## config.mk

```make
export PLATFORM = sky130hd
export DESIGN_NAME = escalonador_round_robin_flat
export DESIGN_NICKNAME = d
export VERILOG_FILES = /design/src/rtl/escalonador_round_robin_if.sv /design/src/rtl/escalonador_round_robin.sv /design/src/flat_wrapper.sv
export SDC_FILE = /design/constraint.sdc
export NUM_CORES = 1
export LEC_CHECK = 0
export CORE_AREA = 3 3 239 241
export DETAILED_ROUTE_END_ITERATION = 6
export DIE_AREA = 0 0 242 244
export HOLD_SLACK_MARGIN = 0.15
export SYNTH_ARGS = -nofsm -noshare
export SYNTH_HDL_FRONTEND = slang
export SYNTH_SLANG_ARGS = --single-unit
export TNS_END_PERCENT = 30
```

## constraint.sdc

```tcl
create_clock -name clk -period 13.36 [get_ports clk]
set_input_delay 2.672 -clock clk [delete_from_list [all_inputs] [get_ports clk]]
set_output_delay 2.672 -clock clk [all_outputs]
set_load 0.1 [all_outputs]
```

## src/rtl/escalonador_round_robin_if.sv

```systemverilog
// -----------------------------------------------------------------------------
// escalonador_round_robin_if
// Context-switch handshake between the round-robin scheduler and the CPU.
//   switch_req  : scheduler -> CPU, a dispatch is pending
//   next_pid    : scheduler -> CPU, process to dispatch (stable while switch_req)
//   next_pc     : scheduler -> CPU, resume PC of next_pid (stable while switch_req)
//   switch_ack  : CPU -> scheduler, next_pc has been loaded
// Modports: master = scheduler side, slave = CPU side.
// -----------------------------------------------------------------------------
interface escalonador_round_robin_if #(
    parameter int PID_W = 3,
    parameter int PC_W  = 32
);
    logic             switch_req;
    logic [PID_W-1:0] next_pid;
    logic [PC_W-1:0]  next_pc;
    logic             switch_ack;

    modport master (
        output switch_req,
        output next_pid,
        output next_pc,
        input  switch_ack
    );

    modport slave (
        input  switch_req,
        input  next_pid,
        input  next_pc,
        output switch_ack
    );
endinterface

```

## src/rtl/escalonador_round_robin.sv

```systemverilog
// -----------------------------------------------------------------------------
// escalonador_round_robin
// Round-robin process scheduler. Holds a process table (state + saved PC per
// slot), counts retired instructions against a quantum, blocks processes on IN
// and wakes them on I/O completion, and requests context switches from the CPU
// over a req/ack handshake.
//
// Ports:
//   clk, reset        : clock, asynchronous active-high reset
//   instr_retired_i   : one pulse per completed user instruction
//   cur_pc_i          : PC of running process, captured in SAVE
//   proc_create_i     : create slot create_pid_i at create_pc_i (if FREE)
//   proc_end_i        : running process finished
//   io_block_i        : running process issued IN
//   io_done_i/io_pid_i: wake blocked process io_pid_i
//   sw_if (master)    : switch_req / next_pid / next_pc / switch_ack
//   cur_pid_o         : running process
//   idle_o            : no process running
//   ready_mask_o      : bit i set when slot i is READY
//
// Optional: define ESCALONADOR_STATS_EN to add saturating 16-bit
// switch_count_o (accepted acks) and expiry_count_o (quantum expiries).
// -----------------------------------------------------------------------------
module escalonador_round_robin #(
    parameter int NUM_PROC = 8,
    parameter int PID_W    = 3,
    parameter int QUANTUM  = 16,
    parameter int PC_W     = 32
) (
    input  logic                  clk,
    input  logic                  reset,
    input  logic                  instr_retired_i,
    input  logic [PC_W-1:0]       cur_pc_i,
    input  logic                  proc_create_i,
    input  logic [PID_W-1:0]      create_pid_i,
    input  logic [PC_W-1:0]       create_pc_i,
    input  logic                  proc_end_i,
    input  logic                  io_block_i,
    input  logic                  io_done_i,
    input  logic [PID_W-1:0]      io_pid_i,
    escalonador_round_robin_if.master sw_if,
    output logic [PID_W-1:0]      cur_pid_o,
    output logic                  idle_o,
    output logic [NUM_PROC-1:0]   ready_mask_o
`ifdef ESCALONADOR_STATS_EN
   ,output logic [15:0]           switch_count_o,
    output logic [15:0]           expiry_count_o
`endif
);

    localparam int CNT_W = $clog2(QUANTUM);

    typedef enum logic [1:0] {SLOT_FREE, SLOT_READY, SLOT_RUNNING, SLOT_BLOCKED} slot_t;
    typedef enum logic [2:0] {ST_IDLE, ST_RUN, ST_SAVE, ST_SELECT, ST_REQ} state_t;

    state_t             state_q;
    slot_t              slot_q [NUM_PROC];
    slot_t              slot_d [NUM_PROC];
    logic [PC_W-1:0]    pc_q   [NUM_PROC];
    logic [PC_W-1:0]    pc_d   [NUM_PROC];
    logic [NUM_PROC-1:0] mask_d;
    logic [NUM_PROC-1:0] ready_mask_q;
    logic [CNT_W-1:0]   cnt_q;
    logic [PID_W-1:0]   cur_pid_q;
    logic [PID_W-1:0]   next_pid_q;
    logic [PC_W-1:0]    next_pc_q;
    logic               switch_req_q;
    logic               idle_q;
    logic               save_block_q;

    logic               run_end, run_block, run_expiry, ack_take;
    logic               found;
    logic [PID_W-1:0]   sel_pid;
    logic [PID_W-1:0]   idx;

    // Event priority in RUN: proc_end > io_block > expiry.
    assign run_end    = (state_q == ST_RUN) && proc_end_i;
    assign run_block  = (state_q == ST_RUN) && !proc_end_i && io_block_i;
    assign run_expiry = (state_q == ST_RUN) && !proc_end_i && !io_block_i &&
                        instr_retired_i && (cnt_q == CNT_W'(QUANTUM - 1));
    assign ack_take   = (state_q == ST_REQ) && sw_if.switch_ack;

    // Table next state. External create/wake are applied first; the FSM's own
    // writes come later so they win (a wake racing the SAVE of a block is lost).
    always_comb begin
        for (int unsigned i = 0; i < NUM_PROC; i++) begin
            slot_d[i] = slot_q[i];
            pc_d[i]   = pc_q[i];
            if (proc_create_i && create_pid_i == PID_W'(i) && slot_q[i] == SLOT_FREE) begin
                slot_d[i] = SLOT_READY;
                pc_d[i]   = create_pc_i;
            end
            if (io_done_i && io_pid_i == PID_W'(i) && slot_q[i] == SLOT_BLOCKED)
                slot_d[i] = SLOT_READY;
        end
        if (run_end)
            slot_d[cur_pid_q] = SLOT_FREE;
        if (state_q == ST_SAVE) begin
            pc_d[cur_pid_q]   = cur_pc_i;
            slot_d[cur_pid_q] = save_block_q ? SLOT_BLOCKED : SLOT_READY;
        end
        if (ack_take)
            slot_d[next_pid_q] = SLOT_RUNNING;
    end

    always_comb begin
        mask_d = '0;
        for (int unsigned i = 0; i < NUM_PROC; i++)
            mask_d[i] = (slot_d[i] == SLOT_READY);
    end

    // Rotating search starting at cur_pid+1; k == NUM_PROC wraps to cur_pid,
    // so the current slot is considered last.
    always_comb begin
        found   = 1'b0;
        sel_pid = '0;
        idx     = '0;
        for (int unsigned k = 1; k <= NUM_PROC; k++) begin
            idx = cur_pid_q + PID_W'(k);
            if (!found && slot_q[idx] == SLOT_READY) begin
                found   = 1'b1;
                sel_pid = idx;
            end
        end
    end

    always_ff @(posedge clk or posedge reset) begin
        if (reset) begin
            state_q      <= ST_IDLE;
            for (int unsigned i = 0; i < NUM_PROC; i++) begin
                slot_q[i] <= SLOT_FREE;
                pc_q[i]   <= '0;
            end
            ready_mask_q <= '0;
            cnt_q        <= '0;
            cur_pid_q    <= '0;
            next_pid_q   <= '0;
            next_pc_q    <= '0;
            switch_req_q <= 1'b0;
            idle_q       <= 1'b1;
            save_block_q <= 1'b0;
        end else begin
            slot_q       <= slot_d;
            pc_q         <= pc_d;
            ready_mask_q <= mask_d;
            case (state_q)
                ST_IDLE: begin
                    idle_q <= 1'b1;
                    if (|ready_mask_q)
                        state_q <= ST_SELECT;
                end
                ST_RUN: begin
                    if (run_end) begin
                        state_q <= ST_SELECT;
                    end else if (run_block) begin
                        save_block_q <= 1'b1;
                        state_q      <= ST_SAVE;
                    end else if (run_expiry) begin
                        save_block_q <= 1'b0;
                        state_q      <= ST_SAVE;
                    end else if (instr_retired_i) begin
                        cnt_q <= cnt_q + CNT_W'(1);
                    end
                end
                ST_SAVE: begin
                    state_q <= ST_SELECT;
                end
                ST_SELECT: begin
                    if (found) begin
                        next_pid_q   <= sel_pid;
                        next_pc_q    <= pc_q[sel_pid];
                        switch_req_q <= 1'b1;
                        state_q      <= ST_REQ;
                    end else begin
                        idle_q  <= 1'b1;
                        state_q <= ST_IDLE;
                    end
                end
                ST_REQ: begin
                    if (sw_if.switch_ack) begin
                        cur_pid_q    <= next_pid_q;
                        cnt_q        <= '0;
                        switch_req_q <= 1'b0;
                        idle_q       <= 1'b0;
                        state_q      <= ST_RUN;
                    end
                end
                default: state_q <= ST_IDLE;
            endcase
        end
    end

    assign sw_if.switch_req = switch_req_q;
    assign sw_if.next_pid   = next_pid_q;
    assign sw_if.next_pc    = next_pc_q;
    assign cur_pid_o        = cur_pid_q;
    assign idle_o           = idle_q;
    assign ready_mask_o     = ready_mask_q;

`ifdef ESCALONADOR_STATS_EN
    logic [15:0] switch_count_q;
    logic [15:0] expiry_count_q;

    always_ff @(posedge clk or posedge reset) begin
        if (reset) begin
            switch_count_q <= '0;
            expiry_count_q <= '0;
        end else begin
            if (ack_take && switch_count_q != '1)
                switch_count_q <= switch_count_q + 16'd1;
            if (run_expiry && expiry_count_q != '1)
                expiry_count_q <= expiry_count_q + 16'd1;
        end
    end

    assign switch_count_o = switch_count_q;
    assign expiry_count_o = expiry_count_q;
`endif

endmodule

```

## src/flat_wrapper.sv

```systemverilog
// flat-port wrapper written by rule: the top's interface ports become plain ports
module escalonador_round_robin_flat 
#(
    parameter int NUM_PROC = 8,
    parameter int PID_W    = 3,
    parameter int QUANTUM  = 16,
    parameter int PC_W     = 32
)
  (clk, reset, instr_retired_i, cur_pc_i, proc_create_i, create_pid_i, create_pc_i, proc_end_i, io_block_i, io_done_i, io_pid_i, cur_pid_o, idle_o, ready_mask_o, sw_if_switch_req, sw_if_next_pid, sw_if_next_pc, sw_if_switch_ack);
  escalonador_round_robin_if #(.PID_W(PID_W), .PC_W(PC_W)) sw_if_i ();
  input  logic clk;
  input  logic reset;
  input  logic instr_retired_i;
  input  logic [PC_W-1:0] cur_pc_i;
  input  logic proc_create_i;
  input  logic [PID_W-1:0] create_pid_i;
  input  logic [PC_W-1:0] create_pc_i;
  input  logic proc_end_i;
  input  logic io_block_i;
  input  logic io_done_i;
  input  logic [PID_W-1:0] io_pid_i;
  output logic [PID_W-1:0] cur_pid_o;
  output logic idle_o;
  output logic [NUM_PROC-1:0] ready_mask_o;
  output wire logic [$bits(sw_if_i.switch_req)-1:0] sw_if_switch_req;
  output wire logic [$bits(sw_if_i.next_pid)-1:0] sw_if_next_pid;
  output wire logic [$bits(sw_if_i.next_pc)-1:0] sw_if_next_pc;
  input wire logic [$bits(sw_if_i.switch_ack)-1:0] sw_if_switch_ack;
  assign sw_if_switch_req = sw_if_i.switch_req;
  assign sw_if_next_pid = sw_if_i.next_pid;
  assign sw_if_next_pc = sw_if_i.next_pc;
  assign sw_if_i.switch_ack = sw_if_switch_ack;
  escalonador_round_robin #(.NUM_PROC(NUM_PROC), .PID_W(PID_W), .QUANTUM(QUANTUM), .PC_W(PC_W)) u_core (.clk(clk), .reset(reset), .instr_retired_i(instr_retired_i), .cur_pc_i(cur_pc_i), .proc_create_i(proc_create_i), .create_pid_i(create_pid_i), .create_pc_i(create_pc_i), .proc_end_i(proc_end_i), .io_block_i(io_block_i), .io_done_i(io_done_i), .io_pid_i(io_pid_i), .sw_if(sw_if_i), .cur_pid_o(cur_pid_o), .idle_o(idle_o), .ready_mask_o(ready_mask_o));
endmodule
```

==> impl_results.md, run 1 <==
- Worst-path fanout max: 63
- Final HPWL DP: 38.0 mm
- Die area: 59,000 um^2
- Core area: 55,100 um^2
- Cell count after synthesis: 2,032
- Via Count: 16.1k
- WP buf/inv: 3
- Max Root-Sink Buffers: 3
- Hold bufs inserted after CTS: 0
- CTS Buf Count: 39
- Max Cap Viol: 0
- Minimum clock period: 6.05 ns
- NumNets Final: 2,086
- Vias in the first global route: 16.2k
- CP endpoint kind: register
- Clk sink count: 328
- R2r setup slk: 7.31 ns
- Die W: 242 um
- Vias per cell: 5.78
- Total Wirelength: 64.3 mm
- Synth Area per Inst: 9.44 um^2
- Worst slew pin tran: 1.16 ns
- Setup TNS: 0 ns
- Post-synth ARST share: 100%
- Yosys reg bits: 328
- Startpoint types: register
- DR iter-0 viols: 1,649
- Period utilization: 45.3%
- Initial antenna violation count: 2
- H-tree Lvls: 2
- Post-Synthesis Net Count: 2,117
- Post-synth EDFFs: 0
- Mapped Area: 19,200 um^2
- FF-to-FF Start: u_core.cur_pid_o[0]
- Final Hold Fails: 0
- Main synth FF type: dfrtp_1
- Outcome: finished clean
- Clock-pin slew on the worst setup and hold paths: 0.06 ns
- Ys Warns: 0
- Post-route ant nets: 0
- Yosys cell types: 84
- GP Congestion: 0.880
- Cell breakdown of the critical path: inv_2, ha_1, clkinv_1, mux4_2, a311oi_2, o31a_1, buf_4, nand3_4, mux2_2, a32oi_1, nand4b_1
- FP Rows: 86
- Largest delay share family, worst path: multiplexers
- Layout Skew: 0.0175 ns
- Min-delay worst type: reg -> reg
- Arrival @ worst endpoint: 6.47 ns
- I/O pins: 126
- Hold EP: u_core.sw_if.next_pc[0]
- First-pass GRT wire length: 98.9 mm
- Max stage delay on crit path: 0.98 ns
- Die H: 244 um
- Area Overhead vs Synth: 13.9%
- Final slew viol count: 0
- Post-route DRC: 0
- Initial Util: 34.8%
- RSZ-0062 raised after global routing: no
- Length of the first detailed-routing pass in iterations: 7
- PostCTS Resize Cnt: 0
- Fmax achieved: 0.165 GHz
- Routed wire per std cell: 23.2 um
- Ratio of cells with drive above 1 in the final layout: 9.08%
- Hold wc startpoint: u_core.pc_q[0]
- PortBufs: 125
- Slew Limit Headroom: 22.9%
- CP Class: reg -> reg
- CTS root buf: clkbuf_16
- Hold depth: 2
- Tot GR Track Use: 21.2%
- Final Setup Violations: 0
- Clk_lat worst skew: 0.56 ns
- Post-CTS Setup Bufs: 0
- Worst R2R Path Depth: 11
- Pin count of the biggest net entering global routing: 161
- Seq/Total Area, Yosys: 42.8%
- Max stage delay cell, worst path: nand3_4
- GRT overflow: 0
- Worst Path Required: 13.79 ns
- CTS tree: done
- FF-to-FF End: u_core.sw_if.next_pc[23]
==> logic make-up after synthesis <==
| family | after synthesis | share of synthesized area [%] |
|---|---|---|
| simple gates | 611 | 16.5 |
| mux | 314 | 17.2 |
| compound gates | 521 | 16.9 |
| xor+xnor | 6 | 0.274 |
| fa+ha+maj | 7 | 0.457 |
| flops | 328 | 42.8 |
| buf+inv | 245 | 5.93 |
==> cells in the mapped netlist, types with 4 or more instances <==
cell type  number  area (um^2)
nand2b_1       13         81.3
or2_2           4         25.0
buf_6           6         67.6
nand4_1        41          257
and4_1         34          298
a211oi_2       31          388
a22oi_1         5         37.5
nor2_1         45          169
mux2i_1       298         2980
and2_1         10         62.6
clkbuf_1      119          447
nor3_1          6         30.0
ha_1            7         87.6
a21oi_1        48          240
nand4b_1       32          280
o31ai_1        33          248
mux2_2          4         45.0
mux4_2         11          248
o21ai_1        36          180
nor2b_1        16          100
a2bb2oi_1      30          263
a211oi_1        5         37.5
dfrtp_1       327         8180
buf_4          34          255
o21ai_0       301         1510
buf_1          43          161
inv_1           8         30.0
nand3_1        83          415
nand2_1       293         1100
buf_2          30          150
or4_1           8         60.1
==> layer usage <==
metal	up-vias	global-route usage, %	routed length [um]
li1	7255	-	-
met3	107	4.31	4680
met5	-	0	8
met1	8045	28.7	28300
met4	2	5.94	1370
met2	641	34.5	29900
==> worst min-delay path, delay by kind of cell (launching register included) <==
kind	cells	cell delay (ns)
and+or+nand+nor	2	0.13
DFF	1	0.35
==> metrics by stage <==
| step | setup slack, ns | instance area, um^2 | utilization (%) | std cells | hold slack [ns] |
|---|---|---|---|---|---|
| global route | 6.94 | 21800 | 39.6 | 2775 | 0.534 |
| global placement | 7.51 | 20600 | 37.4 | 2708 | 0.491 |
| finish | 7.31 | 21800 | 39.6 | 2776 | 0.514 |
| CTS | 7.38 | 21800 | 39.6 | 2775 | 0.514 |
| floorplan | 1.61 | 19200 | - | 2032 | 0.472 |
| detailed placement | 7.36 | 20600 | 37.4 | 2708 | 0.500 |
==> sequential cells by signal (all words and copies together) (netlist names) <==
name                     flops
u_core.slot_q               16
u_core.idle_o                1
u_core.sw_if.switch_req      1
u_core.ready_mask_o          8
u_core.cnt_q                 4
u_core.pc_q                256
u_core.sw_if.next_pid        3
u_core.sw_if.next_pc        32
u_core.cur_pid_o             3
u_core.save_block_q          1
u_core.state_q               3
==> cell type report <==
cell class / count / area [um^2]
inverters: 11 / 48.8
flip-flops and latches: 328 / 8210
well taps: 748 / 936
clock buffers: 61 / 1180
diodes: 1 / 2.50
clock inverters: 6 / 30.0
fillers: 5451 / 33300
multi-input cells: 1459 / 9890
repair buffers: 162 / 1540
==> cells in the final DEF, fill, tap and decap left out, types with 11 or more instances in the layout <==
master           instances
clkbuf_16               41
clkdlybuf4s50_1        125
o31ai_1                 33
o21ai_1                 35
dfrtp_1                327
o21ai_0                301
clkbuf_1                12
a211oi_2                30
nand2_1                293
mux2i_1                298
nand4b_1                32
mux4_2                  11
and4_1                  34
a21oi_1                 48
nand3_1                 83
nor2b_1                 16
buf_4                   36
a2bb2oi_1               30
nand4_1                 41
nand2b_1                13
nor2_1                  44
==> worst max-delay path by stage <==
stage | start | end | slack [ns] | depth (start not counted)
finish | u_core.cur_pid_o[0] | u_core.sw_if.next_pc[23] | 7.31 | 11
CTS | u_core.cur_pid_o[0] | u_core.sw_if.next_pc[23] | 7.38 | 11
floorplan | reset | u_core.cnt_q[0] | 1.61 | 1
global route | u_core.cur_pid_o[0] | u_core.sw_if.next_pc[23] | 6.94 | 11
global placement | u_core.cur_pid_o[0] | u_core.sw_if.next_pc[23] | 7.51 | 11
detailed placement | u_core.cur_pid_o[0] | u_core.sw_if.next_pc[29] | 7.36 | 11
Power of run 1 is left out: the tool's default activity adds up to more than one toggle a clock period on the data nets, which glitch-free logic cannot reach.
==> run 2: changes to the inputs <==
clock period = 5 ns   (was 13.36 ns; I/O delays follow)
==> impl_results.md, run 2 (synthesis results as in run 1) <==
- Max stage delay cell, worst path: buf_4
- Final Hold Fails: 0
- Worst R2R Path Depth: 12
- GRT overflow: 0
- R2r setup slk: 0.54 ns
- H-tree Lvls: 2
- Via Count: 16.1k
- PostCTS Resize Cnt: 0
- Final Setup Violations: 0
- Met3 WL: 4.69 mm
- Startpoint types: register
- Commonest non-fill, non-tap cells in the layout: dfrtp_1, o21ai_0, mux2i_1, nand2_1, clkdlybuf4s50_1
- Vias in the first global route: 16.1k
- Post-layout util: 39.9%
- First-pass GRT wire length: 101 mm
- CTS Buf Count: 40
- Vias per cell: 5.76
- Fmax achieved: 0.224 GHz
- Die area: 59,000 um^2
- Ratio of cells with drive above 1 in the final layout: 9.57%
- Die H: 244 um
- Pin count of the biggest net entering global routing: 114
- PortBufs: 125
- Clock-pin slew on the worst setup and hold paths: 0.06 ns
- Initial Util: 34.8%
- CTS root buf: clkbuf_16
- Core area: 55,100 um^2
- Hold depth: 2
- Final HPWL DP: 40.2 mm
- Post-route DRC: 0
- NumNets Final: 2,097
- Commonest non-fill, non-tap cell in the layout: dfrtp_1
- Layout Skew: 0.0241 ns
- FF-to-FF End: u_core.sw_if.next_pc[23]
- Area Overhead vs Synth: 14.7%
- Post-CTS Setup Bufs: 0
- DR iter-0 viols: 1,758
- Final slew viol count: 0
- Initial antenna violation count: 3
- CTS tree: done
- Largest register FFs: 256
- Routed wire per std cell: 23.8 um
- Worst Path Required: 5.45 ns
- Max Cap Viol: 0
- RSZ-0062 raised after global routing: no
- Arrival @ worst endpoint: 4.91 ns
- Minimum clock period: 4.46 ns
- Diodes inserted: 0
- GP Congestion: 0.921
- Tot GR Track Use: 21.8%
- CP endpoint kind: register
- Total Wirelength: 66.2 mm
- Cell breakdown of the critical path: clkinv_1, ha_1, inv_1, mux4_2, mux2i_2, nand4bb_4, a211oi_4, o32a_2, buf_4, nor2_1, a32oi_1, nand4b_1
- FP Rows: 86
- FILL cells: 5,369
- Met2 wire length: 30.3 mm
- Worst-path fanout max: 67
- I/O pins: 126
- Slew Limit Headroom: 24.3%
- CP Class: reg -> reg
- Outcome: finished clean
- Reg with most FFs: u_core.pc_q
- Length of the first detailed-routing pass in iterations: 5
- Hold bufs inserted after CTS: 0
- Worst slew pin tran: 1.14 ns
- Die W: 242 um
- Hold wc startpoint: u_core.sw_if.switch_req
- DR top layer: met5
- Period utilization: 89.2%
- Post-route ant nets: 0
- Min-delay worst type: reg -> reg
- Clk sink count: 328
- Clk_lat worst skew: 0.58 ns
- Metal-1 WL: 29.5 mm
- Max stage delay on crit path: 0.76 ns
- Max Root-Sink Buffers: 3
- FF-to-FF Start: u_core.cur_pid_o[2]
- Hold EP: u_core.sw_if.switch_req
## run 2: worst max-delay path: cells and delay by family (launching register included)
kind	cells	cell delay, ns
simple gates	3	0.50
fa+ha+maj	1	0.42
compound gates	3	0.82
flops	1	0.55
mux	2	0.76
buf+inv	3	1.28
## run 2: through the flow
step           TNS, ns  cell area, um^2  hold slack [ns]  worst slack [ns]  instances
6_report             0            22000            0.513             0.540       2785
5_1_grt              0            22000            0.548             0.267       2785
4_1_cts              0            22000            0.514             0.580       2785
3_5_place_dp         0            20800            0.500             0.566       2718
3_3_place_gp         0            20800            0.497             0.783       2718
2_1_floorplan  -123.57            19200            0.472            -0.378       2032
## run 2: routing by layer
metal / vias up / track usage (%)
met5: - / 0
met4: 6 / 6.36
met3: 125 / 4.24
met2: 636 / 34.5
met1: 8005 / 30.4
li1: 7279 / -
## run 2: cell type report
type | count | area (um^2) | share of cell area (%)
flip-flops and latches | 328 | 8210 | 37.3
repair buffers | 172 | 1680 | 7.64
clock buffers | 58 | 1140 | 5.18
inverters | 11 | 45.0 | 0.205
well taps | 748 | 936 | 4.26
clock inverters | 9 | 87.6 | 0.398
multi-input cells | 1459 | 9890 | 45.0
## run 2: how the worst max path moves through the flow
stage	start	to	slack (ns)
3_3_place_gp	u_core.cur_pid_o[2]	u_core.sw_if.next_pc[23]	0.78
6_report	u_core.cur_pid_o[2]	u_core.sw_if.next_pc[23]	0.54
2_1_floorplan	reset	u_core.cnt_q[0]	-0.38
4_1_cts	u_core.cur_pid_o[2]	u_core.sw_if.next_pc[23]	0.58
3_5_place_dp	u_core.cur_pid_o[2]	u_core.sw_if.next_pc[23]	0.57
5_1_grt	u_core.cur_pid_o[2]	u_core.sw_if.next_pc[23]	0.27
Power of run 2 is left out for the same reason.
==> run 3: changes to the inputs <==
CORE_AREA = 3 3 211 213   (was 3 3 239 241)
DIE_AREA = 0 0 214 216   (was 0 0 242 244)
PLACE_DENSITY = 0.65   (was unset)
==> impl_results.md, run 3 (synthesis results as in run 1) <==
- Met3 WL: 4.91 mm
- Area Overhead vs Synth: 14.2%
- Total Wirelength: 65.0 mm
- CTS tree: done
- CTS Buf Count: 39
- Initial Util: 44.7%
- Die H: 216 um
- Post-route ant nets: 0
- Worst hold margin: 0.507 ns
- Die area: 46,200 um^2
- Largest register FFs: 256
- Post-CTS Setup Bufs: 0
- NumNets Final: 2,099
- Metal-1 WL: 28.4 mm
- Max Root-Sink Buffers: 3
- GP Congestion: 0.899
- Final HPWL DP: 38.2 mm
- Vias in the first global route: 16.2k
- Via Count: 16.3k
- Max Cap Viol: 0
- Slew Limit Headroom: 19.8%
- I/O pins: 126
- Worst-path fanout max: 19
- Die W: 214 um
- Final slew viol count: 0
- Min-delay worst type: reg -> reg
- Outcome: finished clean
- Tot GR Track Use: 27.4%
- CP Class: reg -> reg
- FP Rows: 76
- CP endpoint kind: register
- Ratio of cells with drive above 1 in the final layout: 10.0%
- Initial antenna violation count: 1
- Hold bufs inserted after CTS: 0
- Commonest non-fill, non-tap cells in the layout: dfrtp_1, o21ai_0, mux2i_1, nand2_1, clkdlybuf4s50_1
- PostCTS Resize Cnt: 0
- DR iter-0 viols: 1,692
- Length of the first detailed-routing pass in iterations: 5
- Layout Skew: 0.0160 ns
- Setup TNS: 0 ns
- Startpoint types: register
- Clock-pin slew on the worst setup and hold paths: 0.07 ns
- Met2 wire length: 30.0 mm
- RSZ-0062 raised after global routing: no
- H-tree Lvls: 2
- Worst slew pin tran: 1.20 ns
- Period utilization: 91.6%
- Arrival @ worst endpoint: 4.99 ns
- Fmax achieved: 0.218 GHz
- CTS root buf: clkbuf_16
- Minimum clock period: 4.58 ns
- Clk_lat worst skew: 0.56 ns
- Final Hold Fails: 0
- Core area: 42,900 um^2
- Clk sink count: 328
- Post-Place Worst Slack: 0.574 ns
- Vias per cell: 6.21
- DR top layer: met4
- Worst Path Required: 5.41 ns
- Post-route DRC: 0
- Pin count of the biggest net entering global routing: 144
- Reg with most FFs: u_core.pc_q
- Final Setup Violations: 0
- Routed wire per std cell: 24.7 um
- Commonest non-fill, non-tap cell in the layout: dfrtp_1
- Final worst slack: 0.422 ns
- GRT overflow: 0
- PortBufs: 125
- First-pass GRT wire length: 99.8 mm
## run 3: cell types whose count changed in the layout (fill, tap and decap cells not counted), sizes merged
cell / previous run / this run
buf: 47 / 50
clkbuf: 58 / 56
bufinv: 1 / 3
inv: 9 / 10
clkinv: 8 / 10
diode: 0 / 1
## run 3: final timing paths
kind                                         start                        to  slack, ns  cells after the start
max                            u_core.cur_pid_o[2]  u_core.sw_if.next_pc[10]       0.42                     12
min                        u_core.sw_if.switch_req   u_core.sw_if.switch_req       0.51                      2
max reg2reg                    u_core.cur_pid_o[2]  u_core.sw_if.next_pc[10]       0.42                     12
min reg2reg                u_core.sw_if.switch_req   u_core.sw_if.switch_req       0.51                      2
max in group asynchronous                    reset           u_core.pc_q[21]       2.91                      3
min in group asynchronous                    reset           u_core.pc_q[64]       0.91                      2
## run 3: area by class of cell
class                   instances  area, um^2
clock buffers                  56        1160
clock inverters                14         166
well taps                     585         732
flip-flops and latches        328        8210
multi-input cells            1459        9890
diodes                          1        2.50
inverters                      11        45.0
repair buffers                175        1690
fillers                      3899       21000
## run 3: routing by layer
metal,up-vias,track usage [%]
li1,7289,-
met1,8137,37.8
met2,760,43.9
met3,136,4.79
met4,0,9.31
met5,-,0
## run 3: critical path, cell delays in order, from the launching register on
cell      delay, ns
dfrtp_1        0.59
clkinv_1       0.37
ha_1           0.42
inv_1          0.19
mux4_2         0.36
mux2i_2        0.43
and4bb_4       0.36
nand2_2        0.11
a211oi_4       0.62
nor2_2         0.38
buf_4          0.34
o21ai_1        0.13
nand4b_1       0.12
## run 3: metrics by stage
step / std cells / util [%] / instance area, um^2
after floorplan: 2032 / - / 19200
after CTS: 2628 / 51.1 / 21900
final: 2629 / 51.1 / 21900
after global placement: 2558 / 48.0 / 20600
after global routing: 2629 / 51.1 / 21900
after detailed placement: 2558 / 48.0 / 20600
Power of run 3 is left out for the same reason.
